File: config.mk
export PLATFORM = sky130hd
export DESIGN_NAME = morse_rx_decoder
export DESIGN_NICKNAME = d
export VERILOG_FILES = /design/src/rtl/morse_pkg.sv /design/src/rtl/morse_debounce.sv /design/src/rtl/morse_rx_decoder.sv
export SDC_FILE = /design/constraint.sdc
export NUM_CORES = 1
export LEC_CHECK = 0
export ABC_AREA = 1
export CORE_ASPECT_RATIO = 1.4
export CORE_MARGIN = 2
export CORE_UTILIZATION = 55
export CTS_CLUSTER_SIZE = 25
export DETAILED_ROUTE_END_ITERATION = 8
export PLACE_DENSITY = 0.75
export SETUP_SLACK_MARGIN = 0.02
export SYNTH_ARGS = -nofsm -noshare
export SYNTH_HDL_FRONTEND = slang
export SYNTH_SLANG_ARGS = --single-unit
File: constraint.sdc
create_clock -name clk -period 3.2 [get_ports clk]
set_input_delay 0.64 -clock clk [delete_from_list [all_inputs] [get_ports clk]]
set_output_delay 0.64 -clock clk [all_outputs]
set_load 0.02 [all_outputs]
File: src/rtl/morse_pkg.sv
// Shared types, constants and tables for the Morse receiver: FSM state encoding,
// symbol-pattern to character-code lookup, and the seven-segment glyph table.
package morse_pkg;

  typedef enum logic [1:0] {
    ST_IDLE  = 2'd0,
    ST_PRESS = 2'd1,
    ST_GAP   = 2'd2,
    ST_EMIT  = 2'd3
  } state_t;

  localparam logic [5:0] CHAR_INVALID = 6'd63;
  localparam logic [6:0] SEG_INVALID  = 7'b1000000;

  // Segments {g,f,e,d,c,b,a}; entries 0..25 are A..Z, 26..35 are 0..9.
  localparam logic [6:0] SEG_TAB [36] = '{
    7'h77, 7'h7C, 7'h39, 7'h5E, 7'h79, 7'h71, 7'h3D, 7'h76, 7'h30, 7'h1E,
    7'h75, 7'h38, 7'h37, 7'h54, 7'h5C, 7'h73, 7'h67, 7'h50, 7'h6D, 7'h78,
    7'h3E, 7'h1C, 7'h2A, 7'h49, 7'h6E, 7'h5B,
    7'h3F, 7'h06, 7'h5B, 7'h4F, 7'h66, 7'h6D, 7'h7D, 7'h07, 7'h7F, 7'h6F
  };

  // pat holds the symbols MSB-first (1 = dash); it is right-aligned before matching.
  function automatic logic [5:0] morse_lookup(input logic [2:0] len, input logic [5:0] pat);
    logic [5:0] r;
    logic [5:0] code;
    r    = pat >> (3'd6 - len);
    code = CHAR_INVALID;
    case ({len, r})
      {3'd2, 6'd1}:  code = 6'd0;
      {3'd4, 6'd8}:  code = 6'd1;
      {3'd4, 6'd10}: code = 6'd2;
      {3'd3, 6'd4}:  code = 6'd3;
      {3'd1, 6'd0}:  code = 6'd4;
      {3'd4, 6'd2}:  code = 6'd5;
      {3'd3, 6'd6}:  code = 6'd6;
      {3'd4, 6'd0}:  code = 6'd7;
      {3'd2, 6'd0}:  code = 6'd8;
      {3'd4, 6'd7}:  code = 6'd9;
      {3'd3, 6'd5}:  code = 6'd10;
      {3'd4, 6'd4}:  code = 6'd11;
      {3'd2, 6'd3}:  code = 6'd12;
      {3'd2, 6'd2}:  code = 6'd13;
      {3'd3, 6'd7}:  code = 6'd14;
      {3'd4, 6'd6}:  code = 6'd15;
      {3'd4, 6'd13}: code = 6'd16;
      {3'd3, 6'd2}:  code = 6'd17;
      {3'd3, 6'd0}:  code = 6'd18;
      {3'd1, 6'd1}:  code = 6'd19;
      {3'd3, 6'd1}:  code = 6'd20;
      {3'd4, 6'd1}:  code = 6'd21;
      {3'd3, 6'd3}:  code = 6'd22;
      {3'd4, 6'd9}:  code = 6'd23;
      {3'd4, 6'd11}: code = 6'd24;
      {3'd4, 6'd12}: code = 6'd25;
      {3'd5, 6'd31}: code = 6'd26;
      {3'd5, 6'd15}: code = 6'd27;
      {3'd5, 6'd7}:  code = 6'd28;
      {3'd5, 6'd3}:  code = 6'd29;
      {3'd5, 6'd1}:  code = 6'd30;
      {3'd5, 6'd0}:  code = 6'd31;
      {3'd5, 6'd16}: code = 6'd32;
      {3'd5, 6'd24}: code = 6'd33;
      {3'd5, 6'd28}: code = 6'd34;
      {3'd5, 6'd30}: code = 6'd35;
      default:       code = CHAR_INVALID;
    endcase
    return code;
  endfunction

  function automatic logic [6:0] seg_of(input logic [5:0] code);
    return (code < 6'd36) ? SEG_TAB[code] : SEG_INVALID;
  endfunction

endpackage

File: src/rtl/morse_debounce.sv
// Debouncer: the output follows the input only after DEBOUNCE_TICKS consecutive
// samples that differ from the current output. Used when MORSE_DEBOUNCE_EN is defined.
module morse_debounce #(
  parameter int DEBOUNCE_TICKS = 16
) (
  input  logic clk,
  input  logic rst_n,
  input  logic din,
  output logic dout
);

  localparam int DW = $clog2(DEBOUNCE_TICKS + 1);

  logic [DW-1:0] cnt_q;

  always_ff @(posedge clk or negedge rst_n) begin
    if (!rst_n) begin
      cnt_q <= '0;
      dout  <= 1'b0;
    end else if (din == dout) begin
      cnt_q <= '0;
    end else if (cnt_q == DW'(DEBOUNCE_TICKS - 1)) begin
      dout  <= din;
      cnt_q <= '0;
    end else begin
      cnt_q <= cnt_q + DW'(1);
    end
  end

endmodule

File: src/rtl/morse_rx_decoder.sv
// Morse key receiver: times presses/releases, collects dots and dashes, decodes
// characters into a valid/ready output stage. Define MORSE_DEBOUNCE_EN to debounce the key.
module morse_rx_decoder
  import morse_pkg::*;
#(
  parameter int TICKS_PER_UNIT  = 1500,
  parameter int DASH_UNITS      = 2,
  parameter int CHAR_GAP_UNITS  = 3,
  parameter int WORD_GAP_UNITS  = 7,
  parameter int MAX_SYM         = 5,
  parameter int MIN_PRESS_TICKS = 8,
  parameter int DEBOUNCE_TICKS  = 16
) (
  input  logic       clk,
  input  logic       rst_n,
  input  logic       button,
  output logic [5:0] char_code,
  output logic       char_valid,
  input  logic       char_ready,
  output logic       word_gap,
  output logic [6:0] seg_out,
  output logic       overflow,
  output logic       dropped,
  output state_t     dbg_state
);

  localparam int CNT_W = $clog2(WORD_GAP_UNITS * TICKS_PER_UNIT + 1);
  localparam logic [CNT_W-1:0] MIN_T   = CNT_W'(MIN_PRESS_TICKS);
  localparam logic [CNT_W-1:0] DASH_T  = CNT_W'(DASH_UNITS * TICKS_PER_UNIT);
  localparam logic [CNT_W-1:0] CHAR_T  = CNT_W'(CHAR_GAP_UNITS * TICKS_PER_UNIT);
  localparam logic [CNT_W-1:0] WORD_T  = CNT_W'(WORD_GAP_UNITS * TICKS_PER_UNIT);
  localparam logic [CNT_W-1:0] CNT_MAX = '1;
  localparam logic [2:0]       MAX_LEN = 3'(MAX_SYM);

  // Handshake: a character transfers on a cycle where char_valid && char_ready;
  // char_valid and char_code hold steady until that cycle.

  logic [1:0] sync_q;
  logic       key;
  logic       key_q;
  logic       rise;

  always_ff @(posedge clk or negedge rst_n) begin
    if (!rst_n) begin
      sync_q <= 2'b00;
      key_q  <= 1'b0;
    end else begin
      sync_q <= {sync_q[0], button};
      key_q  <= key;
    end
  end

`ifdef MORSE_DEBOUNCE_EN
  morse_debounce #(.DEBOUNCE_TICKS(DEBOUNCE_TICKS)) u_debounce (
    .clk  (clk),
    .rst_n(rst_n),
    .din  (sync_q[1]),
    .dout (key)
  );
`else
  logic unused_debounce_cfg;
  assign unused_debounce_cfg = (DEBOUNCE_TICKS > 0);
  assign key = sync_q[1];
`endif

  assign rise = key & ~key_q;

  state_t             state_q, state_d;
  logic [CNT_W-1:0]   cnt_q, cnt_d, cnt_inc;
  logic [MAX_SYM-1:0] buf_q, buf_d;
  logic [2:0]         len_q, len_d;
  logic               bad_q, bad_d;
  logic               armed_q, armed_d;
  logic               ovf_set, wg_d, emit;
  logic [5:0]         pat, emit_code;
  logic               hs;

  assign pat       = 6'(buf_q) << (6 - MAX_SYM);
  assign emit_code = bad_q ? CHAR_INVALID : morse_lookup(len_q, pat);
  assign hs        = char_valid & char_ready;
  assign dbg_state = state_q;

  always_ff @(posedge clk or negedge rst_n) begin
    if (!rst_n) begin
      state_q <= ST_IDLE;
      cnt_q   <= '0;
      buf_q   <= '0;
      len_q   <= '0;
      bad_q   <= 1'b0;
      armed_q <= 1'b0;
    end else begin
      state_q <= state_d;
      cnt_q   <= cnt_d;
      buf_q   <= buf_d;
      len_q   <= len_d;
      bad_q   <= bad_d;
      armed_q <= armed_d;
    end
  end

  // Press length includes the release cycle, so an N-cycle press measures N.
  always_comb begin
    state_d = state_q;
    cnt_d   = cnt_q;
    buf_d   = buf_q;
    len_d   = len_q;
    bad_d   = bad_q;
    armed_d = armed_q;
    ovf_set = 1'b0;
    wg_d    = 1'b0;
    emit    = 1'b0;
    cnt_inc = (cnt_q == CNT_MAX) ? cnt_q : cnt_q + CNT_W'(1);
    case (state_q)
      ST_IDLE: begin
        if (rise) begin
          state_d = ST_PRESS;
          cnt_d   = '0;
        end
      end
      ST_PRESS: begin
        cnt_d = cnt_inc;
        if (!key) begin
          state_d = ST_GAP;
          cnt_d   = '0;
          if (cnt_inc >= MIN_T) begin
            if (len_q == MAX_LEN) begin
              ovf_set = 1'b1;
              bad_d   = 1'b1;
            end else begin
              if (cnt_inc >= DASH_T)
                buf_d = buf_q | (MAX_SYM'(1) << (MAX_SYM - 1 - int'(len_q)));
              len_d = len_q + 3'd1;
            end
          end
        end
      end
      ST_GAP: begin
        cnt_d = cnt_inc;
        if (rise) begin
          state_d = ST_PRESS;
          cnt_d   = '0;
        end else if (armed_q && len_q == 3'd0 && cnt_q >= WORD_T) begin
          wg_d    = 1'b1;
          armed_d = 1'b0;
          state_d = ST_IDLE;
        end else if (cnt_q == CHAR_T) begin
          if (len_q != 3'd0)
            state_d = ST_EMIT;
          else if (!armed_q)
            state_d = ST_IDLE;
        end
      end
      ST_EMIT: begin
        // Counter keeps running so the word gap is measured from the last release.
        emit    = 1'b1;
        cnt_d   = cnt_inc;
        buf_d   = '0;
        len_d   = '0;
        bad_d   = 1'b0;
        armed_d = 1'b1;
        state_d = ST_GAP;
      end
      default: state_d = ST_IDLE;
    endcase
  end

  always_ff @(posedge clk or negedge rst_n) begin
    if (!rst_n) begin
      char_code  <= CHAR_INVALID;
      char_valid <= 1'b0;
      word_gap   <= 1'b0;
      seg_out    <= 7'b0;
      overflow   <= 1'b0;
      dropped    <= 1'b0;
    end else begin
      word_gap <= wg_d;
      if (hs)
        seg_out <= seg_of(char_code);
      if (emit && (!char_valid || char_ready)) begin
        char_code  <= emit_code;
        char_valid <= 1'b1;
      end else if (hs) begin
        char_valid <= 1'b0;
      end
      if (emit && char_valid && !char_ready)
        dropped <= 1'b1;
      if (ovf_set)
        overflow <= 1'b1;
    end
  end

endmodule

==> results.yml, run 1 <==
status:
  status: "finished clean"
global_route:
  antenna_found_initial: 0
  grt_max_degree: 47
  grt_pass1_wl_um: 15700
  grt_pass1_vias: 3491
  grt-ovfl-total: 0
  track_usage_pct: 26.1
timing:
  rsz0062_at_grt: "false"
  period_share_pct: 87.9
  finalMaxSlewViolations: 0
  max_freq_ghz: 0.356
  slew_headroom_pct: 32.0
  tightestPinTransition_ps: 1020
  final_hold_viol_count: 0
  finalClockSkew_ps: 11.7
  fin_tns_setup_ps: 0
  finalSetupViolations: 0
  period_minus_slack_ps: 2810
cells_and_area:
  antenna_cells: 0
  area_growth_pct: 10.0
  final_cell_area_um2: 4110
  layout.cells.non_filler: 659
  mostFrequentLayoutCells: "165 x nand2_1, 63 x nor2_1, 60 x inv_1"
  final_layout_size_suffix_gt1_share_pct: 9.06
  layout_commonest_cell: "nand2_1"
  final_core_util_pct: 62.6
  final_nets: 600
drt:
  post_drt_wl_per_cell_um: 14.3
  first_iter_violations: 289
  final_antenna_net_count: 0
  drc: 0
  route.vias.total: 3791
  vias_per_cell: 5.75
  drt_first_pass_iters: 5
  routed_wl_um: 9420
synthesis:
  ys_seq_area_share_pct: 31.0
  avgSynthCellArea_um2: 6.61
  synth_area_leaders: "dfrtp_1 27%, nand2_1 17%, nand3_1 6.6%, nor2_1 6.3%, inv_1 6.0%"
  synth_top_cell_by_area: "dfrtp_1"
  synth_top_area_share_pct: 26.8
  syn-cell-area_um2: 3730
  synth_cell_types: 43
  ys_ff_latch: 46
  ys_warn_count: 0
  syn_nets: 581
  async_flop_share_pct: 100
  netlist_instances: 565
  synth_edf_count: 0
  ys.flop_type: "dfrtp_1"
critical_path:
  reg2reg_from: "len_q[0]$_DFFE_PN0P_"
  worstSetupPathType: "reg -> reg"
  cp-start-kind: "flip-flop"
  critPathLaunch: "len_q[0]$_DFFE_PN0P_"
  cp-end-kind: "flip-flop"
  path_max_fanout: 12
  required_ps: 3430
  cp.arrival_ps: 3040
place:
  dp.cells: 651
  place_hpwl_um: 7260
  dpl_cell_area_um2: 3990
  gp_congestion: 1.00
  io_buffers: 22
power:
  peakVddDrop_v: 0.000534
  p_leak_nw: 2.02
  finalPower_mw: 4.02
  power_density_nw_per_um2: 979
cts:
  post-cts-setup-buffers: 0
  h-tree-depth: 2
  cts_sinks: 46
  cts_made_buffers: 5
  clk_latency_ps: 300
  clkTransAtPathRegs_ps: 100
  cts_buffer_depth: 2
  clockRootBuffer: "clkbuf_8"
  post_cts_resized: 0
  cts_hold_buf: 0
  tritoncts: "done"
floorplan:
  rows: 35
  core_area_um2: 6570
  fp.dieW_um: 73.6
  start_util_pct: 56.9
  dieArea_um2: 7480
  io-pin-count: 23
  die_h_um: 102
hold_path:
  hp-start: "sync_q[0]$_DFF_PN0_"
  hold_path_class: "reg -> reg"
flow_run:
  drv_cap: 0
==> layer usage <==
layer	track usage (%)	vias up	part of all wire [%]
met1	34.6	1697	44
li1	-	1892	-
met2	43.4	170	48
met5	0	-	0
met3	3.28	32	5.3
met4	9.23	0	2.9
==> report_power, final <==
group	internal (mW)	switching, mW	leakage [nW]
combinational	0.869	1.69	1.38
clock	0.238	0.213	0.0563
sequential	0.783	0.235	0.577
total	1.89	2.13	2.02
==> cell type report <==
type,instances,area [um^2]
fill,611,2460
multi-input combinational,441,2260
sequential,46,1160
inverter,67,254
timing repair buffer,23,223
tap,74,92.6
clock buffer,5,68.8
clock inverter,3,48.8
==> logic make-up after synthesis <==
kind of cell,after synthesis,synth area share [%]
AND/OR/NAND/NOR,335,41.1
adder cells (fa/ha/maj),12,4.02
AO/OA/AOI/OAI,85,13.3
XOR/XNOR,9,2.11
flip-flops,46,31.0
buffers and inverters,78,8.38
==> sequential cells by signal, summed over array words and instances, names as in the netlist <==
register	flops
cnt_q	14
dropped	1
seg_out	7
sync_q	2
len_q	3
armed_q	1
overflow	1
dbg_state	2
key_q	1
buf_q	5
char_valid	1
bad_q	1
char_code	6
word_gap	1
==> synthesized netlist by cell type (2+ instances only) <==
| library cell | number |
|---|---|
| a21oi_1 | 20 |
| a22o_1 | 2 |
| a22oi_1 | 2 |
| a31oi_1 | 2 |
| buf_2 | 2 |
| buf_4 | 2 |
| clkbuf_1 | 6 |
| dfrtp_1 | 40 |
| dfstp_2 | 6 |
| ha_1 | 12 |
| inv_1 | 60 |
| inv_2 | 5 |
| nand2_1 | 165 |
| nand2_2 | 4 |
| nand2_4 | 4 |
| nand3_1 | 49 |
| nand3_2 | 6 |
| nand3_4 | 2 |
| nand4_1 | 10 |
| nor2_1 | 63 |
| nor2_2 | 12 |
| nor3_1 | 12 |
| nor4_1 | 2 |
| o2111ai_1 | 2 |
| o211ai_1 | 6 |
| o21ai_0 | 23 |
| o21ai_1 | 9 |
| o22ai_1 | 12 |
| o31ai_1 | 3 |
| xor2_1 | 9 |
==> worst max-delay path, cell delays in order (launching register included) <==
cell and delay, ps:
dfrtp_1 600, inv_4 110, ha_1 440, inv_2 220, nand3_1 150, nand2_1 90, nand2_1 50, nand2_1 200
nor2_2 100, nand2_1 60, o21ai_1 50, nor2_1 150, nand2_1 100, nor2_2 150, nand2_2 90, a21oi_1 190
==> worst paths after layout <==
path                                            end  slack (ps)  cells past startpoint
hold reg to reg                 sync_q[1]$_DFF_PN0_         370                      0
min in group asynchronous    seg_out[3]$_DFFE_PN0P_         500                      1
hold / removal                  sync_q[1]$_DFF_PN0_         370                      0
max in group asynchronous      len_q[0]$_DFFE_PN0P_        2060                      1
setup reg to reg           char_code[1]$_DFFE_PN1P_         390                     15
setup / recovery           char_code[1]$_DFFE_PN1P_         390                     15
==> metrics by stage <==
| stage | worst slack [ps] | hold slack, ps |
|---|---|---|
| floorplan | 825 | 331 |
| global placement | 458 | 346 |
| detailed placement | 427 | 343 |
| CTS | 412 | 373 |
| global route | 83.1 | 377 |
| finish | 388 | 367 |
(Power assumes the default switching activity.)
==> run 2, diff against run 1 <==
--- a/config.mk
+++ b/config.mk
@@ -9,7 +9,7 @@
 export CORE_ASPECT_RATIO = 1.4
 export CORE_MARGIN = 2
 export CORE_UTILIZATION = 55
-export CTS_CLUSTER_SIZE = 25
+export CTS_CLUSTER_SIZE = 10
 export DETAILED_ROUTE_END_ITERATION = 8
 export PLACE_DENSITY = 0.75
 export SETUP_SLACK_MARGIN = 0.02
==> results of run 2 <==
Same layout as run 1: the final DEF is identical, and so are final timing and power.
